==> config.mk <==
export PLATFORM = sky130hd
export DESIGN_NAME = ex_result_stage
export DESIGN_NICKNAME = d
export VERILOG_FILES = /design/src/rtl/ex_result_stage.sv
export SDC_FILE = /design/constraint.sdc
export NUM_CORES = 1
export LEC_CHECK = 0
export ABC_AREA = 1
export BUFFER_PORTS_ARGS = -buffer_cell sky130_fd_sc_hd__buf_4
export CELL_PAD_IN_SITES_DETAIL_PLACEMENT = 1
export CELL_PAD_IN_SITES_GLOBAL_PLACEMENT = 2
export CORE_ASPECT_RATIO = 1.2
export CORE_UTILIZATION = 28
export CTS_CLUSTER_DIAMETER = 100
export CTS_CLUSTER_SIZE = 24
export DETAILED_ROUTE_END_ITERATION = 8
export GPL_ROUTABILITY_DRIVEN = 1
export PLACE_DENSITY = 0.84
export SETUP_SLACK_MARGIN = 0.4
export SLEW_MARGIN = 10
export SYNTH_ARGS = -nofsm -noshare
export SYNTH_HDL_FRONTEND = slang
export SYNTH_SLANG_ARGS = --single-unit
==> constraint.sdc <==
create_clock -name clk -period 1.9 [get_ports clk]
set_input_delay 0.19 -clock clk [delete_from_list [all_inputs] [get_ports clk]]
set_output_delay 0.19 -clock clk [all_outputs]
set_load 0.05 [all_outputs]
==> src/rtl/ex_result_stage.sv <==
// Execute-stage output register behind the ALU: resolves conditional branches
// at accept and hands entries downstream through a 2-entry (main + skid) buffer.
module ex_result_stage #(
    parameter int C_WIDTH = 8,
    parameter int RA_W    = 5,
    parameter int CNT_W   = 16
) (
    input  logic               clk,
    input  logic               rst,
    input  logic               flush,
    input  logic               in_valid,
    output logic               in_ready,
    input  logic [C_WIDTH-1:0] in_result,
    input  logic [3:0]         in_status,
    input  logic [RA_W-1:0]    in_rd,
    input  logic               in_we,
    input  logic               in_branch,
    input  logic [2:0]         in_funct3,
    input  logic [C_WIDTH-1:0] in_target,
    output logic               out_valid,
    input  logic               out_ready,
    output logic [C_WIDTH-1:0] out_result,
    output logic [3:0]         out_status,
    output logic [RA_W-1:0]    out_rd,
    output logic               out_we,
    output logic               out_taken,
    output logic [C_WIDTH-1:0] out_target,
    output logic               out_illegal,
    output logic [CNT_W-1:0]   taken_cnt
);

    typedef struct packed {
        logic [C_WIDTH-1:0] result;
        logic [3:0]         status;
        logic [RA_W-1:0]    rd;
        logic               we;
        logic               taken;
        logic [C_WIDTH-1:0] target;
        logic               illegal;
    } entry_t;

    entry_t             r_main;
    entry_t             r_skid;
    entry_t             w_new;
    logic               r_main_vld;
    logic               r_skid_vld;
    logic [CNT_W-1:0]   r_taken_cnt;
    logic               w_accept;
    logic               w_pop;
    logic               w_taken;
    logic               w_illegal;
    logic               w_n;
    logic               w_z;
    logic               w_c;
    logic               w_v;

    assign {w_n, w_z, w_c, w_v} = in_status;

    // Branch outcome is frozen at accept so the stored flags never need re-evaluation.
    always_comb begin
        w_taken   = 1'b0;
        w_illegal = 1'b0;
        if (in_branch) begin
            case (in_funct3)
                3'b000:  w_taken = w_z;
                3'b001:  w_taken = ~w_z;
                3'b100:  w_taken = w_n ^ w_v;
                3'b101:  w_taken = ~(w_n ^ w_v);
                3'b110:  w_taken = w_c;
                3'b111:  w_taken = ~w_c;
                default: w_illegal = 1'b1;
            endcase
        end
    end

    always_comb begin
        w_new.result  = in_result;
        w_new.status  = in_status;
        w_new.rd      = in_rd;
        w_new.we      = in_we & ~in_branch;
        w_new.taken   = w_taken;
        w_new.target  = in_target;
        w_new.illegal = w_illegal;
    end

    assign in_ready = ~r_skid_vld;
    assign w_accept = in_valid & ~r_skid_vld;
    assign w_pop    = r_main_vld & out_ready;

    always_ff @(posedge clk or posedge rst) begin
        if (rst) begin
            r_main     <= '0;
            r_skid     <= '0;
            r_main_vld <= 1'b0;
            r_skid_vld <= 1'b0;
        end else if (flush) begin
            r_main_vld <= 1'b0;
            r_skid_vld <= 1'b0;
        end else if (r_skid_vld) begin
            if (w_pop) begin
                r_main     <= r_skid;
                r_skid_vld <= 1'b0;
            end
        end else if (!r_main_vld || w_pop) begin
            r_main_vld <= w_accept;
            if (w_accept) begin
                r_main <= w_new;
            end
        end else if (w_accept) begin
            r_skid     <= w_new;
            r_skid_vld <= 1'b1;
        end
    end

    always_ff @(posedge clk or posedge rst) begin
        if (rst) begin
            r_taken_cnt <= '0;
        end else if (!flush && w_pop && r_main.taken && (r_taken_cnt != '1)) begin
            r_taken_cnt <= r_taken_cnt + CNT_W'(1);
        end
    end

    assign out_valid   = r_main_vld;
    assign out_result  = r_main.result;
    assign out_status  = r_main.status;
    assign out_rd      = r_main.rd;
    assign out_we      = r_main.we;
    assign out_taken   = r_main.taken;
    assign out_target  = r_main.target;
    assign out_illegal = r_main.illegal;
    assign taken_cnt   = r_taken_cnt;

endmodule
==> flow_summary.yaml <==
run_status:
  status: "complete, no violations"
grt:
  grtUsageTotal: 0.171
  grt_max_degree: 75
  grt_overflow: 0
  grt_pass1_wl_mm: 17.6
  antenna_found_initial: 0
  grt_pass1_vias: 3541
synthesis:
  seq_area_frac_synth: 0.530
  yosysWarnings: 0
  async_reset_ff_frac: 1.00
  synth_flop_cell: "dfrtp_1"
  syn_area_per_cell_um2: 8.02
  synth_edf_count: 0
  synthCells: 436
  ys_types: 29
  ys_ff_latch: 74
  syn_nets: 472
  synth_area_um2: 3500
worst_hold_path:
  hold_class: "in2reg"
drt:
  drc: 0
  vias: 3326
  post_drt_via_cell_ratio: 4.78
  routed_wl_mm: 11.0
  first_iter_violations: 160
  ant_nets: 0
  avgRoutedWirePerCell_um: 15.8
  drt_first_pass_iters: 4
clock_tree:
  clkSlewWorstSetupHoldPaths_ns: 0.06
  clk_path_buf_depth: 2
  clock_sinks: 74
  cts_inserted_buffers: 9
  clk_latency_ns: 0.33
  tritoncts: "built"
  cts_root_buffer: "clkbuf_16"
  htreeDepth: 3
critical_path:
  worstPathCellList: "ha_4, nand3_4, nor3_4, nand3_2, nand2_4, buf_4, o21ai_0, nand2_1"
  end_kind: "flip-flop"
  critPathKind: "reg2reg"
  crit_fanout: 4
  cp.arrival_ns: 1.80
  crit_required_ns: 2.16
  start_kind: "flip-flop"
  path_delay_family: "simple AND/OR/NAND/NOR gates"
  r2r_setup_slack_ns: 0.36
  max_stage_delay_ns: 0.41
  path_buf_inv: 1
  slowest_stage: "dfrtp_2"
timing:
  fin_tns_setup_ns: 0
  setup_slack_ns: 0.362
  slew_violations: 0
  rsz0062_at_grt: "yes"
  max_freq_mhz: 650
  finClkSkew_ns: 0.00771
  setup_viol: 0
  post-route-period-util: 0.809
  worst_pin_slew_ns: 0.424
  slew_headroom: 0.717
  finalHoldViolCount: 0
  period_minus_slack_ns: 1.54
place:
  numPortBuffers: 80
  dp_hpwl_mm: 6.89
  place_ws_ns: 0.302
  gp_congestion: 0.748
floorplanning:
  rows: 44
  io_pins: 81
  core_area_um2: 12100
  fp.dieArea_um2: 12900
  die_y_um: 124
  die_x_um: 104
  start_util: 0.289
layout:
  final_cell_mix: "nand2_1 (189), buf_4 (91), dfrtp_1 (61)"
  layout_commonest_cell: "nand2_1"
  fin_nets: 566
  insertedDiodeCount: 0
  drive_gt1_frac: 0.301
  nFillCells: 1466
  synthToLayoutAreaGrowth_pct: 40.4
pwr:
  peakVddDrop_uv: 450
  power.density_nw_per_um2: 1220
  leakage_nw: 2.35
flow_run:
  cap_violations: 0
-- what timing repair did --
item	CTS	global route
hold buffers	1	0
gates cloned	0	4
endpoints found under the hold margin	51	0
setup buffers	2	8
pin swaps	0	7
setup endpoints to repair	15	37
gates resized for setup	2	27
-- path summary, 6_finish.rpt --
path                         startpoint       endpoint  cells past startpoint
hold / removal             in_result[0]     r_skid[20]                      3
min in group asynchronous           rst  out_status[0]                      4
setup reg to reg           taken_cnt[1]   taken_cnt[7]                      8
max in group asynchronous           rst  taken_cnt[11]                      4
setup / recovery           taken_cnt[1]   taken_cnt[7]                      8
hold reg to reg               r_skid[8]      r_skid[8]                      2
-- cell usage after synthesis, types with 2 or more instances --
master,n,area share
xnor2_1,4,0.010
buf_4,3,0.0064
o21ai_0,15,0.021
a21oi_1,2,0.0029
nand3_2,4,0.011
nor2_1,40,0.043
inv_1,22,0.024
nand4_1,4,0.0072
buf_2,5,0.0072
nand2_2,3,0.0054
a31oi_1,27,0.048
clkbuf_1,8,0.0086
inv_2,2,0.0021
nor3_1,5,0.0072
nand3_1,10,0.014
xor2_1,7,0.018
dfrtp_1,74,0.53
nand2_1,190,0.20
-- layout make-up --
class	instances	area, um^2	share of cell area
sequential	74	1870	0.381
multi-input combinational	319	1560	0.319
timing repair buffer	101	848	0.173
clock buffer	10	229	0.0466
tap	161	201	0.0410
inverter	25	106	0.0217
clock inverter	6	91.3	0.0186
-- through the flow --
stage               hold slack [ns]  instance area, um^2  std cells  power (mW)  utilization
floorplan                     0.295                 3550        436        3.42            -
global placement              0.342                 4320        665        3.99        0.356
detailed placement            0.349                 4320        665        4.04        0.356
CTS                          0.0441                 4670        684        5.91        0.385
global route                 0.0651                 4910        696        6.30        0.405
finish                       0.0557                 4910        696        6.00        0.405
-- per-layer routing --
metal  wire, um  vias up  GRT usage
met5          0        -          0
met1       4700     1664      0.206
li1           -     1573          -
met4        106        0     0.0462
met3        471        9     0.0366
met2       5740       80      0.307
-- sequential cells by signal, summed over array words and instances (netlist names), 4 cells and up --
signal      count
r_skid         28
taken_cnt      16
out_target      8
out_rd          5
out_result      8
out_status      4
-- report_power, final --
part	switching, mW	internal [mW]
clock	0.680	1.15
combinational	1.27	0.664
sequential	0.291	1.94
-- cells by family after synthesis --
| kind of cell | count (synthesis) | synth area share |
|---|---|---|
| buffers and inverters | 43 | 0.0572 |
| DFF | 74 | 0.530 |
| and+or+nand+nor | 260 | 0.303 |
| xor gates and xnor gates | 11 | 0.0275 |
| AOI/OAI and AO/OA | 47 | 0.0794 |
| adders and majority gates | 1 | 0.00358 |
-- worst min-delay path, cell delays in order --
cell and delay [ns]:
buf_4 0.08, nand2_1 0.04, nand2_1 0.04
(Power assumes the default switching activity.)
